### src/rtl/lcd_frame_sched.sv
// Frame scheduler and bus arbiter for an ILI9341 8-bit 8080 write bus.
// A tearing-effect rising edge starts a frame. The frame is an 11-byte
// CASET/PASET/RAMWR header followed by WIDTH*HEIGHT RGB565 pixels, sent
// high byte first. Between frames the bus belongs to the host command
// port, which can send one byte per cycle.
// Bus outputs are registered single-cycle strobes. A downstream stage
// generates the physical active-low WE timing.
module lcd_frame_sched #(
    parameter int WIDTH  = 240,
    parameter int HEIGHT = 320,
    parameter int X0     = 0,
    parameter int Y0     = 0
) (
    input  logic        clk,
    input  logic        rst,
    input  logic        enable,
    input  logic        lcd_fmark,
    output logic [7:0]  lcd_data,
    output logic        lcd_rs,
    output logic        lcd_we,
    output logic        pix_ready,
    input  logic        pix_valid,
    input  logic [15:0] pix_data,
    input  logic        cmd_valid,
    input  logic        cmd_rs,
    input  logic [7:0]  cmd_data,
    output logic        cmd_ready,
    output logic        busy,
    output logic        frame_done,
    output logic        underrun,
    output logic        skipped
);

    localparam int NPIX = WIDTH * HEIGHT;
    localparam int CW   = $clog2(NPIX + 1);

    // Window corners, computed with 16-bit wrap-around arithmetic.
    localparam logic [15:0]   X0_W   = 16'(X0);
    localparam logic [15:0]   X1_W   = 16'(X0 + WIDTH - 1);
    localparam logic [15:0]   Y0_W   = 16'(Y0);
    localparam logic [15:0]   Y1_W   = 16'(Y0 + HEIGHT - 1);
    localparam logic [CW-1:0] NPIX_C = CW'(NPIX);

    typedef enum logic [1:0] {IDLE, HDR, PIX_HI, PIX_LO} state_t;

    state_t        state_reg;
    logic [2:0]    sync_reg;      // [0],[1] synchronizer, [2] edge-detect history
    logic          pend_reg;
    logic [3:0]    hdr_idx_reg;
    logic [CW-1:0] cnt_reg;
    logic [7:0]    pix_lo_reg;
    logic [7:0]    lcd_data_reg;
    logic          lcd_rs_reg;
    logic          lcd_we_reg;
    logic          frame_done_reg;
    logic          underrun_reg;
    logic          skipped_reg;

    logic          rise;
    logic          start;
    logic [CW-1:0] cnt_next;

    // Header ROM. Each entry is {rs, byte}, indexed by position in the header.
    function automatic logic [8:0] hdr_entry(input logic [3:0] idx);
        case (idx)
            4'd0:    hdr_entry = {1'b0, 8'h2A};
            4'd1:    hdr_entry = {1'b1, X0_W[15:8]};
            4'd2:    hdr_entry = {1'b1, X0_W[7:0]};
            4'd3:    hdr_entry = {1'b1, X1_W[15:8]};
            4'd4:    hdr_entry = {1'b1, X1_W[7:0]};
            4'd5:    hdr_entry = {1'b0, 8'h2B};
            4'd6:    hdr_entry = {1'b1, Y0_W[15:8]};
            4'd7:    hdr_entry = {1'b1, Y0_W[7:0]};
            4'd8:    hdr_entry = {1'b1, Y1_W[15:8]};
            4'd9:    hdr_entry = {1'b1, Y1_W[7:0]};
            4'd10:   hdr_entry = {1'b0, 8'h2C};
            default: hdr_entry = {1'b0, 8'h2C};
        endcase
    endfunction

    // Rising edge of the synchronized tearing-effect signal. A frame start
    // wins the bus over the host port in the same cycle.
    always_comb begin
        rise      = sync_reg[1] & ~sync_reg[2];
        start     = (state_reg == IDLE) & (pend_reg | (rise & enable));
        cnt_next  = cnt_reg + CW'(1);
        cmd_ready = (state_reg == IDLE) & ~start & ~rst;
        pix_ready = (state_reg == PIX_HI) & ~rst;
        busy      = (state_reg != IDLE);
    end

    // Two-flop synchronizer for the asynchronous fmark input, plus one
    // history flop for edge detection.
    always_ff @(posedge clk) begin
        if (rst) begin
            sync_reg <= 3'b000;
        end else begin
            sync_reg <= {sync_reg[1:0], lcd_fmark};
        end
    end

    // Main scheduler. Sequences the states and registers every bus byte.
    always_ff @(posedge clk) begin
        if (rst) begin
            state_reg      <= IDLE;
            pend_reg       <= 1'b0;
            hdr_idx_reg    <= 4'd0;
            cnt_reg        <= '0;
            pix_lo_reg     <= 8'h00;
            lcd_data_reg   <= 8'h00;
            lcd_rs_reg     <= 1'b0;
            lcd_we_reg     <= 1'b0;
            frame_done_reg <= 1'b0;
            underrun_reg   <= 1'b0;
            skipped_reg    <= 1'b0;
        end else begin
            lcd_we_reg     <= 1'b0;
            frame_done_reg <= 1'b0;

            // An edge that arrives mid-frame is dropped; only the flag records it.
            if (rise && state_reg != IDLE) begin
                skipped_reg <= 1'b1;
            end

            case (state_reg)
                IDLE: begin
                    if (rise && enable) begin
                        pend_reg <= 1'b1;
                    end
                    if (start) begin
                        state_reg    <= HDR;
                        pend_reg     <= 1'b0;
                        hdr_idx_reg  <= 4'd0;
                        cnt_reg      <= '0;
                        underrun_reg <= 1'b0;
                    end else if (cmd_valid) begin
                        lcd_data_reg <= cmd_data;
                        lcd_rs_reg   <= cmd_rs;
                        lcd_we_reg   <= 1'b1;
                    end
                end
                HDR: begin
                    {lcd_rs_reg, lcd_data_reg} <= hdr_entry(hdr_idx_reg);
                    lcd_we_reg                 <= 1'b1;
                    if (hdr_idx_reg == 4'd10) begin
                        state_reg <= PIX_HI;
                    end else begin
                        hdr_idx_reg <= hdr_idx_reg + 4'd1;
                    end
                end
                PIX_HI: begin
                    if (pix_valid) begin
                        pix_lo_reg   <= pix_data[7:0];
                        lcd_data_reg <= pix_data[15:8];
                        lcd_rs_reg   <= 1'b1;
                        lcd_we_reg   <= 1'b1;
                        state_reg    <= PIX_LO;
                    end else begin
                        underrun_reg <= 1'b1;
                    end
                end
                PIX_LO: begin
                    lcd_data_reg <= pix_lo_reg;
                    lcd_rs_reg   <= 1'b1;
                    lcd_we_reg   <= 1'b1;
                    cnt_reg      <= cnt_next;
                    if (cnt_next == NPIX_C) begin
                        frame_done_reg <= 1'b1;
                        state_reg      <= IDLE;
                    end else begin
                        state_reg <= PIX_HI;
                    end
                end
                default: state_reg <= IDLE;
            endcase
        end
    end

    assign lcd_data   = lcd_data_reg;
    assign lcd_rs     = lcd_rs_reg;
    assign lcd_we     = lcd_we_reg;
    assign frame_done = frame_done_reg;
    assign underrun   = underrun_reg;
    assign skipped    = skipped_reg;

endmodule
### config.mk
export PLATFORM = sky130hd
export DESIGN_NAME = lcd_frame_sched
export DESIGN_NICKNAME = d
export VERILOG_FILES = /design/src/rtl/lcd_frame_sched.sv
export SDC_FILE = /design/constraint.sdc
export NUM_CORES = 1
export LEC_CHECK = 0
export CORE_ASPECT_RATIO = 1.75
export CORE_MARGIN = 5
export CORE_UTILIZATION = 50
export CTS_CLUSTER_DIAMETER = 100
export DETAILED_ROUTE_END_ITERATION = 10
export PLACE_DENSITY = 0.84
export SETUP_SLACK_MARGIN = 0.5
export SYNTH_ARGS = -nofsm -noshare
export SYNTH_HDL_FRONTEND = slang
export SYNTH_SLANG_ARGS = --single-unit
### constraint.sdc
create_clock -name clk -period 2.8 [get_ports clk]
set_input_delay 0.28 -clock clk [delete_from_list [all_inputs] [get_ports clk]]
set_output_delay 0.28 -clock clk [all_outputs]
set_load 0.05 [all_outputs]
==> impl_metrics.ini <==
[status]
status = finished clean

[logic_synthesis]
ys_seq_area_share_pct = 38.9
synth_cell_types = 53
synth_edf_count = 0
synth_common_cells = dfxtp_1 (55), nor2_1 (49), a21oi_1 (23)
synth-seq-cells = 55
synth.largest_area_cell = dfxtp_1
yosys_warnings = 0
synth_top_area_share_pct = 38.9
syn_area_mm2 = 0.00283
synth_most_common_cell = dfxtp_1
synth-async-reset-ratio_pct = 0
netlist_instances = 311
synthesis.nets = 346
ys.flop_type = dfxtp_1
synth_area_per_cell_um2 = 9.10
synth.area.top_cells = dfxtp_1 (39%), nor2_1 (6.5%), mux4_2 (6.4%)

[cts]
max-clock-path-buffers = 2
clk_pin_slew_ps = 100
cts_buffers = 5
cts_num_sinks = 55
cts_max_level = 2
clockRootBuffer = clkbuf_8
cts_hold_buf = 0
cts_tree = yes
clk_latency_ps = 310

[setup_path]
crit_start = cnt_reg[7]
path_depth = 6
cp_data_arrival_time_ps = 2390
rr_worst_depth = 6
max_stage_delay_ps = 500
crit_buf_inv = 0
crit_top_cell = nand4_1
cp_top_family = simple AND/OR/NAND/NOR gates
crit_path_top_delay_cell = or4_1
worstPathRequired_ps = 3060
path_cells = nand4_1 > or4_1 > a21oi_2 > nand4_1 > nor4_2 > nor2b_1
r2r_start = cnt_reg[7]
path_max_fanout = 11
path_class = flop to flop
worstSetupEndpointType = flop
start_kind = flop

[global_route]
gr-total-overflow = 0
grt_max_degree = 20
grt_antenna_before_repair = 0
grt_pass1_vias = 2478
grt_usage_pct = 19.8
grt_pass1_wl_mm = 11.2

[sta]
fin_crit_ps = 2130
finalCritPeriodShare_pct = 76.2
fin_skew_ps = 7.43
worst-slew-pin-transition_ps = 637
setup_ws_ps = 666
rsz0062_at_grt = no
slew_headroom_pct = 57.4
setup_viol = 0
hold_slack_ps = 380
slew_violations = 0
max_freq_mhz = 469
setup-tns-final_ps = 0
hold_violations = 0

[detailed_routing]
wl_met3_um = 189
ant_nets = 0
drc = 0
drt-initial-drc-count = 132
dr_wl_met2_mm = 3.78
viasPerCell = 5.79
wirelength_met1_mm = 2.51
vias = 2478
wl_mm = 6.68
wl_per_cell_um = 15.6
topRoutingLayerUsed = met4
drtPass1Iterations = 4

[worst_hold_path]
min_path_type = input pin to flop
hold_path_startpoint = rst
min_path_cells = 2

[pwr]
powerDensity_mw_per_mm2 = 423
p_leak_nw = 1.29
power.total_mw = 1.46
peakVddDrop_uv = 411

[layout]
fin_nets = 386
drive_gt1_share_pct = 12.8
area_growth_pct = 21.7
finalInstanceArea_mm2 = 0.00344
antenna_cells = 0

[floorplan]
die-area_mm2 = 0.00732
initial_utilization_pct = 51.1
core-area_mm2 = 0.00554
fp-row-count = 36
fp.dieH_um = 110
ioPinCount = 47
die_w_um = 66.9

[placed_design]
dpl_cell_area_mm2 = 0.00331
port_buffers = 46
place.gp.congestion = 0.873
place_ws_ps = 510
post-dp-hpwl_mm = 5.05

[job]
maxCapViolCount = 0
[area by class of cell]
cell class / instances / area, um2
Clock buffer: 5 / 68.8
Clock inverter: 3 / 22.5
Fill cell: 449 / 2100
Inverter: 7 / 26.3
Multi-Input combinational cell: 228 / 1610
Sequential cell: 55 / 1110
Tap cell: 76 / 95.1
Timing Repair Buffer: 54 / 517
[power breakdown]
group | internal, mW | total, mW | leakage [nW] | switching (mW)
registers | 0.798 | 0.807 | 0.449 | 0.00869
clock network | 0.182 | 0.459 | 0.0489 | 0.277
logic | 0.0902 | 0.190 | 0.789 | 0.100
total | 1.07 | 1.46 | 1.29 | 0.386
[logic make-up (layout without fill, tap and decap cells)]
logic type,count (synthesis),count (layout),share of synthesized area (%)
adders and majority gates,4,4,1.77
xor gates and xnor gates,8,8,2.48
DFF,55,55,38.9
muxes,25,25,12.4
and+or+nand+nor,120,120,22.9
buffers and inverters,28,69,5.62
AOI/OAI and AO/OA,71,71,16.0
[path summary, 6_finish.rpt]
check                           slack (ps)    endpoint
worst max-delay path                   670  frame_done
worst min-delay path                   380  cnt_reg[6]
worst max register to register         670  frame_done
worst min register to register         480     skipped
[what timing repair did]
action / CTS / global route
gates resized for setup: 3 / 11
setup buffers: 0 / 0
pin swaps: 0 / 1
endpoints found under the setup margin: 2 / 9
gates cloned: 0 / 0
[layer usage]
| layer | global-route usage [%] | vias up |
|---|---|---|
| li1 | - | 1209 |
| met5 | 0 | - |
| met2 | 36.9 | 64 |
| met4 | 9.43 | 0 |
| met3 | 2.56 | 19 |
| met1 | 21.3 | 1186 |
[cells in the final DEF (no fill, tap or decap), types with 4 or more instances in the layout]
cell / Yosys / routed
dfxtp_1: 55 / 49
nor2_1: 49 / 47
clkdlybuf4s50_1: 0 / 43
a21oi_1: 23 / 23
mux2i_1: 17 / 17
o21ai_0: 15 / 14
nand2_1: 14 / 14
mux4_2: 8 / 8
buf_4: 4 / 8
inv_1: 7 / 7
nor2b_1: 7 / 7
a31oi_1: 7 / 7
nand3_1: 7 / 6
nor3_1: 6 / 6
dfxtp_2: 0 / 6
nand4_1: 5 / 5
xnor2_1: 5 / 5
a211oi_1: 6 / 5
clkbuf_8: 2 / 5
nor4_1: 5 / 4
ha_1: 4 / 4
[per-stage QoR]
stage | utilization, % | instances
after detailed placement | 59.8 | 420
after CTS | 61.6 | 428
final | 62.2 | 428
after global routing | 62.2 | 428
after global placement | 59.8 | 420
after floorplan | - | 311
No activity file was read; power rests on OpenSTA's default activity.
